File: src/rtl/serial_fs.sv
// Bit-serial full subtractor: D = A - B - Bi, one difference bit per clock, LSB first.
// A single subtractor cell plus a borrow flop is reused across WIDTH cycles.
module serial_fs #(
  parameter int unsigned WIDTH = 8,
  localparam int unsigned CW = $clog2(WIDTH + 1)
) (
  input  logic             clk,
  input  logic             rst_n,
  input  logic             start,
  input  logic [WIDTH-1:0] A,
  input  logic [WIDTH-1:0] B,
  input  logic             Bi,
  output logic             busy,
  output logic             done,
  output logic [WIDTH-1:0] D,
  output logic             Bo
);

  typedef enum logic [0:0] {StIdle, StRun} state_e;

  localparam logic [CW-1:0] LastCnt = CW'(WIDTH - 1);

  state_e           state_q;
  logic [WIDTH-1:0] sa_q, sb_q, sr_q, d_q;
  logic [CW-1:0]    cnt_q;
  logic             br_q, busy_q, done_q, bo_q;

  logic             diff_bit, borrow_d;
  logic [WIDTH-1:0] sr_d;

  // One full-subtractor cell on the current LSBs.
  assign diff_bit = sa_q[0] ^ sb_q[0] ^ br_q;
  assign borrow_d = (~sa_q[0] & sb_q[0]) | (~(sa_q[0] ^ sb_q[0]) & br_q);
  assign sr_d     = {diff_bit, sr_q[WIDTH-1:1]};

  always_ff @(posedge clk or negedge rst_n) begin
    if (!rst_n) begin
      state_q <= StIdle;
      sa_q    <= '0;
      sb_q    <= '0;
      sr_q    <= '0;
      br_q    <= 1'b0;
      cnt_q   <= '0;
      busy_q  <= 1'b0;
      done_q  <= 1'b0;
      d_q     <= '0;
      bo_q    <= 1'b0;
    end else begin
      done_q <= 1'b0;
      unique case (state_q)
        StIdle: begin
          if (start) begin
            sa_q    <= A;
            sb_q    <= B;
            br_q    <= Bi;
            cnt_q   <= '0;
            busy_q  <= 1'b1;
            state_q <= StRun;
          end
        end
        StRun: begin
          sa_q  <= sa_q >> 1;
          sb_q  <= sb_q >> 1;
          br_q  <= borrow_d;
          sr_q  <= sr_d;
          cnt_q <= cnt_q + CW'(1);
          // Last bit: publish result including the bit computed this edge.
          if (cnt_q == LastCnt) begin
            d_q     <= sr_d;
            bo_q    <= borrow_d;
            done_q  <= 1'b1;
            busy_q  <= 1'b0;
            state_q <= StIdle;
          end
        end
        default: state_q <= StIdle;
      endcase
    end
  end

  assign busy = busy_q;
  assign done = done_q;
  assign D    = d_q;
  assign Bo   = bo_q;

endmodule

File: config.mk
export PLATFORM = sky130hd
export DESIGN_NAME = serial_fs
export DESIGN_NICKNAME = d
export VERILOG_FILES = /design/src/rtl/serial_fs.sv
export SDC_FILE = /design/constraint.sdc
export NUM_CORES = 1
export LEC_CHECK = 0
export ABC_AREA = 1
export BUFFER_PORTS_ARGS = -buffer_cell sky130_fd_sc_hd__buf_2
export CAP_MARGIN = 10
export CORE_UTILIZATION = 55
export DETAILED_ROUTE_END_ITERATION = 10
export PLACE_DENSITY_LB_ADDON = 0.08
export SETUP_SLACK_MARGIN = 0.02
export SYNTH_ARGS = -nofsm -noshare
export SYNTH_HDL_FRONTEND = slang
export SYNTH_SLANG_ARGS = --single-unit
File: constraint.sdc
create_clock -name clk -period 1.8 [get_ports clk]
set_clock_uncertainty 0.15 [all_clocks]
set_input_delay 0.36 -clock clk [delete_from_list [all_inputs] [get_ports clk]]
set_output_delay 0.36 -clock clk [all_outputs]
set_load 0.02 [all_outputs]
-- Yosys cells after proc, flatten, opt, wreduce, memory -nomap -nowiden
Cells that the tools add are included.
- flip-flop bits (word level): 41
- input port bits: 20
- output and inout bits: 11
- word-level logic and storage cells: 40
- $add $sub $neg: 1
- equality and inequality tests: 3
- muxes and demuxes: 16
- bitwise gates (word level): 8
- reductions and logical operators: 2
- operators by type and width (operator ; number):
    8-bit case mux with 2 select lines ; 2
    8-bit 2-to-1 mux ; 2
    4-bit case mux with 2 select lines ; 1
    1-bit 2-to-1 mux ; 7
    1-bit case mux with 2 select lines ; 3
    4-bit by 1-bit adder with 4-bit output (second input constant) ; 1
    4-bit by 3-bit == test with 1-bit output (second input constant) ; 1
    4-bit 2-to-1 mux ; 1
    2-bit AND reduction ; 2
    1-bit NOT ; 3
    1-bit bitwise AND ; 2
    2-bit by 1-bit != test with 1-bit output (second input constant) ; 1
    2-bit != test (second input constant) ; 1
    1-bit bitwise XOR ; 2
    1-bit bitwise OR ; 1

-- Longest topological paths before layout
- word-level depth: 5
- depth in mapped cells: 6
- mapped depth without buffers: 6

-- Least setup slack after synthesis
Ideal clock, no wire load.
- path kind: reg2reg
- start: reg sa_q[0]
- end: reg d_q[7], in the netlist D[7]
- setup time: 66 ps
- arrival: 1061 ps
- data required time: 1584 ps
- slack: 523 ps
- stages on the path, launching flop included: 4
- path buffers: 0
- period minus slack after synthesis: 1277 ps
- cells stage by stage: dfrtp_1 fa_1 nand3_1 nand2_1
- longest elaborated chain between the ends: 2
- ends and longest elaborated chain (what ; RTL line ; source):
    start: declaration ; 24 ; logic [WIDTH-1:0] sa_q, sb_q, sr_q, d_q;
    start signal: assignment ; 62 ; sa_q <= sa_q >> 1;
    1-bit bitwise XOR (2 in series) ; 32 ; assign diff_bit = sa_q[0] ^ sb_q[0] ^ br_q;
    via diff_bit ; 28 ; logic diff_bit, borrow_d;
    end signal: assignment ; 69 ; d_q <= sr_d;
    end: declaration ; 24 ;
The timed path passes the listed nets, and every way through them passes these cells.
A chain may end at the register's enable or synchronous reset.

-- Worst setup path after layout
- start: reg state_q
- end: reg sa_q[1]
- longest elaborated chain between the ends: 2
- elaborated cells on any way between the ends: 3
- classes of those cells: eq/ne: 1; mux: 1; bitwise: 1
- ends and longest elaborated chain (what ; RTL line ; source):
    start: declaration ; 23 ; state_e state_q;
    start signal: assignment ; 38 ; state_q <= StIdle;
    start signal: assignment ; 58 ; state_q <= StRun;
    start signal: assignment ; 73 ; state_q <= StIdle;
    1-bit NOT ; n/a ;
    8-bit case mux with 2 select lines or 2-bit != test (tied branches) ; n/a ;
Several ways; a longest one is shown, not always the timed one.

==> flow_summary.json <==
{
  "status": "finished, final reports clean",
  "clockRootBuffer": "clkbuf_4",
  "leakage_nw": 1.18,
  "cp_slowest_stage_delay_ps": 570,
  "path_clk_slew_ps": 120,
  "min_period_ps": 1460,
  "synth.avg_cell_area_um2": 9.14,
  "synthTopCellsByArea": "dfrtp_1 (55%), nand2_1 (19%), nand3_1 (5.0%)",
  "end_kind": "flip-flop",
  "antennaDiodeCount": 0,
  "grt_usage_pct": 21.7,
  "antenna_found_initial": 0,
  "path_max_fanout": 21,
  "dp_hpwl_um": 2380,
  "die_height_um": 59.4,
  "worstSkewPairLatency_ps": 340,
  "synth_cells": 198,
  "dr.pass1.iters": 6,
  "portBuffers": 30,
  "irDropWorstVdd_v": 0.000794,
  "wirelength_um": 3190,
  "rrSetupSlack_ps": 340,
  "min_path_cells": 3,
  "yosysMostFrequentCell": "nand2_1",
  "grt_pass1_vias": 1359,
  "path_class": "flip-flop to flip-flop",
  "r2r_start": "state_q",
  "ys_top_cells_by_count": "nand2_1 (92), dfrtp_1 (40), nand3_1 (18)",
  "vias": 1356,
  "viasPerCell": 4.88,
  "finalNonFillerCells": 278,
  "fmax_mhz": 685,
  "grt_max_degree": 22,
  "cts_tree": "done",
  "fp-row-count": 20,
  "yosysTopAreaCell": "dfrtp_1",
  "cts_resized": 0,
  "layout-drive-gt1-share_pct": 29.1,
  "hold_ws_ps": 58.4,
  "grt_pass1_wl_um": 5580,
  "synthDistinctLibCells": 20,
  "synth-edff-count": 0,
  "period_share_pct": 81.1,
  "gp_congestion": 0.810,
  "htree_levels": 2,
  "crit_slowest_cell": "dfrtp_1",
  "rsz0062_at_grt": "no",
  "synthFlopType": "dfrtp_1",
  "drv_cap": 0,
  "area_growth_pct": 14.9,
  "maxSlewHeadroom_pct": 67.3,
  "ios": 31,
  "timing.rr.end": "sa_q[1]",
  "worst-path-buf-inv": 0,
  "synth_nets": 220,
  "core_area_um2": 3080,
  "cp-start-kind": "flip-flop",
  "syn_area_um2": 1810,
  "path_delay_family": "simple AND/OR/NAND/NOR gates",
  "drt-initial-drc-count": 36,
  "cp_data_arrival_time_ps": 1600,
  "hold_viol_final": 0,
  "tns_ps": 0,
  "cts_made_buffers": 5,
  "powerDensity_nw_per_um2": 1670,
  "worstHoldStart": "B[7]",
  "yosysSeqAreaShare_pct": 55.3,
  "whs_endpoint": "sb_q[7]",
  "wl_per_cell_um": 11.5,
  "grt_overflow": 0,
  "clockBufferDepth": 2,
  "synthArstFlopShare_pct": 100,
  "ys_ff_latch": 40,
  "layout.nets": 255,
  "start_util_pct": 58.8,
  "ff2ff_path_depth": 3,
  "maxSlewViolCount": 0,
  "hp-class": "primary input to flip-flop",
  "synth_top_area_share_pct": 55.3,
  "yosys_warnings": 0,
  "cp.required_ps": 1940,
  "fillers": 276,
  "max_slew.worst_pin.slew_ps": 491,
  "post_cts_buffers": 0,
  "worstPathCellList": "nor2_4 > nand2_1 > nand3_2",
  "dp_cells": 269,
  "cts.sinks": 40,
  "die_area_um2": 3520,
  "die_w_um": 59.4,
  "ant_nets": 0,
  "final-setup-viol-count": 0,
  "drc": 0
}
-- worst register-to-register path: cells and delay by family, from the launching register on --
family / cells / cell delay, ps
DFF: 1 / 570
and+or+nand+nor: 3 / 680
-- report_power, final --
| group | switching [mW] | leakage (nW) | total, mW | internal [mW] |
|---|---|---|---|---|
| clock network | 0.292 | 0.0412 | 0.582 | 0.290 |
| registers | 0.283 | 0.511 | 1.55 | 1.27 |
| logic | 0.848 | 0.627 | 1.35 | 0.498 |
-- final cells by class --
type	instances	area, um2	share of cell area, %
Clock inverter	3	42.5	2.05
Sequential cell	40	1000	48.1
Tap cell	44	55.1	2.65
Multi-Input combinational cell	140	697	33.5
Clock buffer	5	37.5	1.81
Inverter	11	43.8	2.11
Timing Repair Buffer	35	203	9.75
-- logic make-up after synthesis --
kind of cell	synth area share, %
AOI/OAI and AO/OA	0.553
buffers and inverters	6.16
DFF	55.3
and+or+nand+nor	36.2
adders and majority gates	1.80
-- layout by cell type, fill, tap and decap left out --
cell type      synthesis  layout
nand2_1               92      92
dfrtp_1               40      40
buf_2                  2      30
nand3_1               18      18
nand2_2               10      10
inv_1                  8       8
nand3_2                8       8
clkbuf_4               0       5
nor2_1                 3       3
buf_4                  2       3
nor2_4                 2       2
nand2_4                2       2
inv_2                  2       2
inv_4                  1       1
nor2_8                 1       1
a21oi_1                1       1
o21ai_0                1       1
fa_1                   1       1
ha_1                   1       1
clkinvlp_4             0       1
clkinv_2               0       1
bufinv_16              0       1
dlygate4sd3_1          0       1
buf_12                 1       1
-- layer usage --
layer  track usage, %  vias to the layer above  part of all wire (%)
met5                0                        -                     0
met4             9.52                        0                   1.6
met3             7.21                        5                   4.2
met2             38.0                       35                    53
met1             23.9                      636                    41
li1                 -                      680                     -
-- timing repair --
item | 4_1_cts | 5_1_grt
hold buffers | 1 | 0
endpoints found under the setup margin | 0 | 0
endpoints found under the hold margin | 19 | 0
-- worst max path at each step --
stage | depth (start not counted) | endpoint | start
3_3_place_gp | 3 | sa_q[1] | state_q
6_report | 3 | sa_q[1] | state_q
5_1_grt | 3 | sa_q[1] | state_q
3_5_place_dp | 3 | br_q | state_q
4_1_cts | 3 | br_q | state_q
2_1_floorplan | 3 | D[7] | sa_q[0]
-- registers in the layout, summed over array words and instances (netlist names) --
register and flops:
sa_q 8, busy 1, state_q 1, br_q 1, D 8, sb_q 8
sr_q 7, cnt_q 4, done 1, Bo 1
-- metrics by stage --
| stage | worst slack [ps] | power (mW) | utilization (%) | instance area, um2 |
|---|---|---|---|---|
| 3_3_place_gp | 373 | 2.86 | 64.6 | 1990 |
| 6_report | 340 | 3.48 | 67.6 | 2080 |
| 3_5_place_dp | 326 | 2.94 | 64.6 | 1990 |
| 2_1_floorplan | 523 | 2.61 | - | 1810 |
| 5_1_grt | 228 | 3.77 | 67.6 | 2080 |
| 4_1_cts | 301 | 3.52 | 67.6 | 2080 |
No activity file was read; power rests on OpenSTA's default activity.
